===== config.mk =====
export PLATFORM = sky130hd
export DESIGN_NAME = regfile_mp_sb_flat
export DESIGN_NICKNAME = d
export VERILOG_FILES = /design/src/rtl/regfile_mp_sb_pkg.sv /design/src/rtl/regfile_mp_sb_if.sv /design/src/rtl/regfile_mp_sb_read_port.sv /design/src/rtl/regfile_mp_sb.sv /design/src/flat_wrapper.sv
export SDC_FILE = /design/constraint.sdc
export NUM_CORES = 2
export LEC_CHECK = 0
export CAP_MARGIN = 20
export CORE_UTILIZATION = 45
export DETAILED_ROUTE_END_ITERATION = 8
export SYNTH_ARGS = -nofsm -noshare
export SYNTH_HDL_FRONTEND = slang
export SYNTH_SLANG_ARGS = --single-unit

===== constraint.sdc =====
create_clock -name clk -period 85.7 [get_ports clk]
set_input_delay 8.57 -clock clk [delete_from_list [all_inputs] [get_ports clk]]
set_output_delay 8.57 -clock clk [all_outputs]
set_load 0.05 [all_outputs]

===== src/rtl/regfile_mp_sb_pkg.sv =====
// Shared definitions for the multi-port register file with scoreboard.
// Provides default geometry, the hardwired-zero register index and an
// address helper used by both the write path and every read port.
package regfile_mp_sb_pkg;

    localparam int DATA_W_DEF   = 32;
    localparam int ADDR_W_DEF   = 5;
    localparam int NUM_REGS_DEF = 32;
    localparam int NUM_RD_DEF   = 2;

    // Register 0 always reads as zero and can never be written or marked busy.
    localparam int REG_ZERO = 0;

    // True when addr names a real, writable register: non-zero and below NUM_REGS.
    function automatic logic addr_in_range(input int addr, input int num_regs);
        return (addr != REG_ZERO) && (addr < num_regs);
    endfunction

endpackage


===== src/rtl/regfile_mp_sb_if.sv =====
// Bus bundle between decode/writeback and the register file.
// master: drives write port, read requests and scoreboard set; samples read results.
// slave:  the register file side (rd, rd_busy, any_busy are its outputs).
interface regfile_mp_sb_if
    import regfile_mp_sb_pkg::*;
#(
    parameter int DATA_W = DATA_W_DEF,
    parameter int ADDR_W = ADDR_W_DEF,
    parameter int NUM_RD = NUM_RD_DEF
);
    logic                       regwrite;
    logic [ADDR_W-1:0]          wa;
    logic [DATA_W-1:0]          wd;
    logic [NUM_RD-1:0]          ren;
    logic [NUM_RD*ADDR_W-1:0]   ra;
    logic [NUM_RD*DATA_W-1:0]   rd;
    logic [NUM_RD-1:0]          rd_busy;
    logic                       sb_set;
    logic [ADDR_W-1:0]          sb_addr;
    logic                       any_busy;

    modport master (
        output regwrite, wa, wd, ren, ra, sb_set, sb_addr,
        input  rd, rd_busy, any_busy
    );

    modport slave (
        input  regwrite, wa, wd, ren, ra, sb_set, sb_addr,
        output rd, rd_busy, any_busy
    );
endinterface


===== src/rtl/regfile_mp_sb_read_port.sv =====
// One read port: zero/range check, optional same-cycle write bypass, output registers.
// Latency 1 clk from ra to rd/rd_busy.
// No backpressure; ren=0 holds rd and rd_busy at their previous values.
// Ports: clk, reset (async, active-high); ren/ra request; regwrite/wa/wd snooped for bypass;
//        stored/busy_in are the array contents at ra; rd/rd_busy registered results.
module regfile_mp_sb_read_port
    import regfile_mp_sb_pkg::*;
#(
    parameter int DATA_W   = DATA_W_DEF,
    parameter int ADDR_W   = ADDR_W_DEF,
    parameter int NUM_REGS = NUM_REGS_DEF,
    parameter int BYPASS   = 1
)(
    input  logic              clk,
    input  logic              reset,
    input  logic              ren,
    input  logic [ADDR_W-1:0] ra,
    input  logic              regwrite,
    input  logic [ADDR_W-1:0] wa,
    input  logic [DATA_W-1:0] wd,
    input  logic [DATA_W-1:0] stored,
    input  logic              busy_in,
    output logic [DATA_W-1:0] rd,
    output logic              rd_busy
);

    logic              ra_ok;
    logic              bypass_hit;
    logic [DATA_W-1:0] rd_next;

    assign ra_ok = addr_in_range(int'(ra), NUM_REGS);

    // ra_ok also guarantees wa is a real register when the addresses match,
    // so a write to r0 or out of range can never leak through the bypass.
    assign bypass_hit = (BYPASS != 0) && regwrite && (wa == ra) && ra_ok;

    always_comb begin
        rd_next = '0;
        if (ra_ok) begin
            rd_next = bypass_hit ? wd : stored;
        end
    end

    always_ff @(posedge clk or posedge reset) begin
        if (reset) begin
            rd      <= '0;
            rd_busy <= 1'b0;
        end else if (ren) begin
            rd      <= rd_next;
            rd_busy <= ra_ok && busy_in;
        end
    end

endmodule


===== src/rtl/regfile_mp_sb.sv =====
// Multi-read-port register file with write-to-read bypass and per-register busy scoreboard.
// Latency: write visible to a plain read 1 clk later (same cycle with BYPASS=1); reads 1 clk.
// No backpressure; all requests accepted every cycle, ren=0 holds a port's outputs.
// Ports: clk, reset (async, active-high); bus (slave) carries the write port
//        (regwrite/wa/wd), read ports (ren/ra -> rd/rd_busy) and scoreboard (sb_set/sb_addr, any_busy).
module regfile_mp_sb
    import regfile_mp_sb_pkg::*;
#(
    parameter int DATA_W   = DATA_W_DEF,
    parameter int NUM_REGS = NUM_REGS_DEF,
    parameter int ADDR_W   = ADDR_W_DEF,
    parameter int NUM_RD   = NUM_RD_DEF,
    parameter int BYPASS   = 1
)(
    input  logic           clk,
    input  logic           reset,
    regfile_mp_sb_if.slave bus
);

    generate
        if (NUM_RD < 1 || NUM_RD > 4) begin : g_bad_num_rd
            $error("regfile_mp_sb: NUM_RD must be in 1..4");
        end
        if ((2 ** ADDR_W) < NUM_REGS) begin : g_bad_addr_w
            $error("regfile_mp_sb: ADDR_W too narrow for NUM_REGS");
        end
    endgenerate

    logic [DATA_W-1:0]   regs_q [NUM_REGS];
    logic [NUM_REGS-1:0] busy_q;
    logic [NUM_REGS-1:0] busy_next;
    logic                any_busy_q;
    logic                wr_ok;
    logic                set_ok;

    logic [DATA_W-1:0]   rd_arr      [NUM_RD];
    logic                rd_busy_arr [NUM_RD];

    assign wr_ok  = bus.regwrite && addr_in_range(int'(bus.wa), NUM_REGS);
    assign set_ok = bus.sb_set   && addr_in_range(int'(bus.sb_addr), NUM_REGS);

    // Writeback clears, load issue sets; set is applied last so it wins a same-cycle collision.
    always_comb begin
        busy_next    = busy_q;
        busy_next[0] = 1'b0;
        for (int i = 1; i < NUM_REGS; i++) begin
            if (wr_ok && (bus.wa == ADDR_W'(i))) begin
                busy_next[i] = 1'b0;
            end
            if (set_ok && (bus.sb_addr == ADDR_W'(i))) begin
                busy_next[i] = 1'b1;
            end
        end
    end

    always_ff @(posedge clk or posedge reset) begin
        if (reset) begin
            for (int i = 0; i < NUM_REGS; i++) begin
                regs_q[i] <= '0;
            end
        end else if (wr_ok) begin
            regs_q[bus.wa] <= bus.wd;
        end
    end

    always_ff @(posedge clk or posedge reset) begin
        if (reset) begin
            busy_q     <= '0;
            any_busy_q <= 1'b0;
        end else begin
            busy_q     <= busy_next;
            any_busy_q <= |busy_next;
        end
    end

    assign bus.any_busy = any_busy_q;

    generate
        for (genvar p = 0; p < NUM_RD; p++) begin : g_rd
            logic [ADDR_W-1:0] ra_p;
            logic [ADDR_W-1:0] ra_idx;

            assign ra_p = bus.ra[p*ADDR_W +: ADDR_W];
            // Clamp so the array is never indexed past its end; the port zeroes
            // out-of-range results anyway.
            assign ra_idx = (int'(ra_p) < NUM_REGS) ? ra_p : '0;

            regfile_mp_sb_read_port #(
                .DATA_W   (DATA_W),
                .ADDR_W   (ADDR_W),
                .NUM_REGS (NUM_REGS),
                .BYPASS   (BYPASS)
            ) u_read_port (
                .clk      (clk),
                .reset    (reset),
                .ren      (bus.ren[p]),
                .ra       (ra_p),
                .regwrite (bus.regwrite),
                .wa       (bus.wa),
                .wd       (bus.wd),
                .stored   (regs_q[ra_idx]),
                .busy_in  (busy_next[ra_idx]),
                .rd       (rd_arr[p]),
                .rd_busy  (rd_busy_arr[p])
            );
        end
    endgenerate

    always_comb begin
        bus.rd      = '0;
        bus.rd_busy = '0;
        for (int p = 0; p < NUM_RD; p++) begin
            bus.rd[p*DATA_W +: DATA_W] = rd_arr[p];
            bus.rd_busy[p]             = rd_busy_arr[p];
        end
    end

endmodule


===== src/flat_wrapper.sv =====
// flat-port wrapper written by rule: the top's interface ports become plain ports
module regfile_mp_sb_flat import regfile_mp_sb_pkg::*;
#(
    parameter int DATA_W   = DATA_W_DEF,
    parameter int NUM_REGS = NUM_REGS_DEF,
    parameter int ADDR_W   = ADDR_W_DEF,
    parameter int NUM_RD   = NUM_RD_DEF,
    parameter int BYPASS   = 1
)
  (clk, reset, bus_regwrite, bus_wa, bus_wd, bus_ren, bus_ra, bus_sb_set, bus_sb_addr, bus_rd, bus_rd_busy, bus_any_busy);
  regfile_mp_sb_if #(.DATA_W(DATA_W), .ADDR_W(ADDR_W), .NUM_RD(NUM_RD)) bus_i ();
  input  logic clk;
  input  logic reset;
  input wire logic [$bits(bus_i.regwrite)-1:0] bus_regwrite;
  input wire logic [$bits(bus_i.wa)-1:0] bus_wa;
  input wire logic [$bits(bus_i.wd)-1:0] bus_wd;
  input wire logic [$bits(bus_i.ren)-1:0] bus_ren;
  input wire logic [$bits(bus_i.ra)-1:0] bus_ra;
  input wire logic [$bits(bus_i.sb_set)-1:0] bus_sb_set;
  input wire logic [$bits(bus_i.sb_addr)-1:0] bus_sb_addr;
  output wire logic [$bits(bus_i.rd)-1:0] bus_rd;
  output wire logic [$bits(bus_i.rd_busy)-1:0] bus_rd_busy;
  output wire logic [$bits(bus_i.any_busy)-1:0] bus_any_busy;
  assign bus_i.regwrite = bus_regwrite;
  assign bus_i.wa = bus_wa;
  assign bus_i.wd = bus_wd;
  assign bus_i.ren = bus_ren;
  assign bus_i.ra = bus_ra;
  assign bus_i.sb_set = bus_sb_set;
  assign bus_i.sb_addr = bus_sb_addr;
  assign bus_rd = bus_i.rd;
  assign bus_rd_busy = bus_i.rd_busy;
  assign bus_any_busy = bus_i.any_busy;
  regfile_mp_sb #(.DATA_W(DATA_W), .NUM_REGS(NUM_REGS), .ADDR_W(ADDR_W), .NUM_RD(NUM_RD), .BYPASS(BYPASS)) u_core (.clk(clk), .reset(reset), .bus(bus_i));
endmodule

==> metrics <==
cell area after placement 61,400 µm²; first drt pass iteration count 7; total wire length 180 mm; Starting Density 45.4%; number of flip-flops and latches in the synthesized netlist 1,122; transition time of the tightest slew-check pin 1.17 ns; warnings from Yosys 0; startpoint of the lowest-slack register-to-register path u_core.regs_q[159]; met3 Resource Use GR 5.46%; Boundary Pins 125; number of setup buffers added after CTS 0; dominant cell type by count on the critical path sky130_fd_sc_hd__buf_4; capture endpoint of the worst hold path u_core.regs_q[1017]; clock tree from TritonCTS yes; total number of vias 35,694; most used cells in the layout excluding fill and tap cells sky130_fd_sc_hd__dfrtp_1, sky130_fd_sc_hd__mux2_2, sky130_fd_sc_hd__mux4_2, sky130_fd_sc_hd__clkbuf_16, sky130_fd_sc_hd__clkdlybuf4s50_1; most common library cell in the layout ignoring fill and taps sky130_fd_sc_hd__dfrtp_1; initial antenna violation count 6; worst endpoint required time 86.28 ns; Detailed Route Iter0 Violations 3,379; worst stage delay on the critical path 0.85 ns; floorplan die height 363 µm; floorplan die width 363 µm; Critical Path Fanout Max 50; maximum operating frequency 0.0795 GHz; hold path startpoint u_core.regs_q[1017]; count of cells along the worst hold path 0; count of distinct cell types in the synthesized netlist 65; area of the core 130,000 µm²; endpoint of the lowest-slack register-to-register path u_core.g_rd[0].u_read_port.rd[31]; number of filler cells placed in the layout 10,752; unrepaired setup endpoints after global routing no; final core occ 51.2%; worst slew margin relative to its limit 22.2%; Avg Synthesized Cell Area 15.8 µm²; root buf cell sky130_fd_sc_hd__clkbuf_16; met2 usage 40.6%; TritonCTS sink count 1,122; Final Non-Filler Cells 5,499; cell count after synthesis 3,729; number of global-route vias before repair 36,238; Syn Std Cell Area 58,800 µm²; critical path startpoint category input pin; fraction of the yosys area taken by sequential cells 47.7%; DP Wirelength 93.8 mm; worst hold-check slack 0.396 ns; fin. max-slew vios 0; CTS max path bufs 3; worst clock skew 0.0186 ns; final layout net count 3,714; share of the clock period used by the worst path 14.7%; number of flops mapped to enable cells by yosys 0; clock insertion delay at the later pin of the skew report 0.74 ns; first-pass GRT wire length 265 mm; type of the worst setup path input pin to flip-flop; overall overflow remaining after global route 0; global routing met1 resource utilization 42.4%; r2r worst-path depth 6; clock transition at the register clock pins on the worst setup and hold paths after CTS 0.06 ns; net count after synthesis 3,787; routed wire length per instance 32.7 µm; Layout area overhead 12.9%; Leak 28.8 nW; CP Capture Type flip-flop; Arrival @ worst endpoint 13.17 ns; maximum number of pins on one net before global-route repair 165; CTS Buf Count 130; proportion of layout cells with a drive suffix above 1 53.5%; cell chain of the critical path buf_8 -> buf_4 -> buf_4 -> buf_4 -> mux4_2 -> mux4_2 -> mux2i_1 -> nand2_1 -> o21ai_1 -> o22ai_1; I/O Buffers 124; Final Cell Area 66,400 µm²; worst setup slack for register-to-register paths 83.45 ns; setup tns final 0 ns; final antenna-violating net count 0; antenna cells 0; layer with the highest usage after global routing met1; final worst path period need 12.58 ns; max-capacitance violation count 0; Post-synth ARST share 100%; vias per cell 6.49; PD cells 24.8 nW/µm²; count of H-tree levels built during CTS 4; class of the tightest hold or removal check flip-flop to flip-flop; final routed DRC violation total 0; final weighted congestion in routability-driven placement 0.796; Hold Vio Cnt, Final 0; full die area 132,000 µm²; total routing resource utilization after global routing 27.9%; Setup Viol. Count Final 0; cts hold-fix bufs 0; Slowest cell on crit path sky130_fd_sc_hd__buf_4; number of instances resized during post-cts repair 0; status complete, no violations; worst IR drop on VDD 0.0184 mV; row count 132; instance count after placement with tap cells included 5,245; commonest register cell after synthesis sky130_fd_sc_hd__dfrtp_1
[per-layer routing]
layer,vias up,share of wire (%)
li1,14328,-
met1,19812,46
met2,1285,45
met3,259,7.1
met4,10,2.6
met5,-,0.028
[cells in the mapped netlist (4+ instances only)]
| cell type | instances | area share, % |
|---|---|---|
| sky130_fd_sc_hd__a2111oi_0 | 4 | 0.060 |
| sky130_fd_sc_hd__a22o_1 | 14 | 0.21 |
| sky130_fd_sc_hd__a22oi_1 | 10 | 0.13 |
| sky130_fd_sc_hd__and3b_1 | 5 | 0.074 |
| sky130_fd_sc_hd__buf_1 | 77 | 0.49 |
| sky130_fd_sc_hd__buf_2 | 75 | 0.64 |
| sky130_fd_sc_hd__buf_4 | 8 | 0.10 |
| sky130_fd_sc_hd__clkbuf_1 | 267 | 1.7 |
| sky130_fd_sc_hd__dfrtp_1 | 1122 | 48 |
| sky130_fd_sc_hd__inv_1 | 79 | 0.50 |
| sky130_fd_sc_hd__mux2_2 | 992 | 19 |
| sky130_fd_sc_hd__mux2i_1 | 73 | 1.2 |
| sky130_fd_sc_hd__mux4_2 | 645 | 25 |
| sky130_fd_sc_hd__nand2_1 | 105 | 0.67 |
| sky130_fd_sc_hd__nand2_2 | 4 | 0.043 |
| sky130_fd_sc_hd__nand3_1 | 9 | 0.077 |
| sky130_fd_sc_hd__nand4_1 | 5 | 0.053 |
| sky130_fd_sc_hd__nor2_1 | 10 | 0.064 |
| sky130_fd_sc_hd__nor2b_1 | 4 | 0.043 |
| sky130_fd_sc_hd__nor3_1 | 6 | 0.051 |
| sky130_fd_sc_hd__nor3b_1 | 6 | 0.077 |
| sky130_fd_sc_hd__nor4_1 | 5 | 0.053 |
| sky130_fd_sc_hd__o2111ai_1 | 4 | 0.060 |
| sky130_fd_sc_hd__o21ai_0 | 10 | 0.085 |
| sky130_fd_sc_hd__o21ai_1 | 62 | 0.53 |
| sky130_fd_sc_hd__o22ai_1 | 65 | 0.69 |
| sky130_fd_sc_hd__o311ai_0 | 4 | 0.060 |
| sky130_fd_sc_hd__xor2_1 | 6 | 0.089 |
[worst max-delay path, delay by kind of cell]
kind | cells | cell delay (ns)
mux | 3 | 1.26
simple gates | 1 | 0.07
buf+inv | 4 | 2.87
compound gates | 2 | 0.20
[report_power, final]
part           switching (mW)  internal (mW)  leakage, nW  total [mW]
Combinational           0.148          0.208         12.2       0.356
Clock                   0.227          0.358         2.26       0.585
Sequential             0.0738          0.633         14.4       0.707
Total                   0.449           1.20         28.8        1.65
[area by class of cell]
type	instances	area [µm²]	area share, %
Multi-Input combinational cell	2097	28900	43.6
Sequential cell	1122	28100	42.3
Clock buffer	194	4040	6.08
Timing Repair Buffer	224	2370	3.56
Tap cell	1742	2180	3.28
Clock inverter	39	492	0.740
Inverter	81	312	0.469
[through the flow]
stage	power (mW)	worst slack, ns
global route	1.72	72.65
CTS	1.66	72.97
floorplan	0.973	45.53
detailed placement	1.07	72.17
finish	1.65	73.12
global placement	1.06	72.20
[state kept, by name, summed over array words and instances (netlist names)]
signal,cells
u_core.g_rd.u_read_port.rd,64
u_core.busy_q,31
u_core.bus.any_busy,1
u_core.regs_q,1024
u_core.g_rd.u_read_port.rd_busy,2
[logic make-up (layout without fill, tap and decap cells)]
kind of cell           count (synthesis)  count (layout)  synth area share, %
AO/OA/AOI/OAI                        194             194                 2.12
XOR/XNOR                               8               8                0.119
buffers and inverters                510             538                 3.48
flip-flops                          1122            1122                 47.7
multiplexers                        1710            1710                 44.9
AND/OR/NAND/NOR                      185             185                 1.59
[worst max path at each step]
stage / startpoint / to / slack, ns / cells past startpoint
floorplan: reset / u_core.bus.any_busy / 45.53 / 1
global placement: bus_ra[0] / u_core.g_rd[0].u_read_port.rd[24] / 72.20 / 10
detailed placement: bus_ra[0] / u_core.g_rd[0].u_read_port.rd[24] / 72.17 / 10
CTS: bus_ra[0] / u_core.g_rd[0].u_read_port.rd[28] / 72.97 / 10
global route: bus_ra[0] / u_core.g_rd[0].u_read_port.rd[24] / 72.65 / 10
finish: bus_ra[0] / u_core.g_rd[0].u_read_port.rd[28] / 73.12 / 10
No activity file was read; power rests on OpenSTA's default activity.
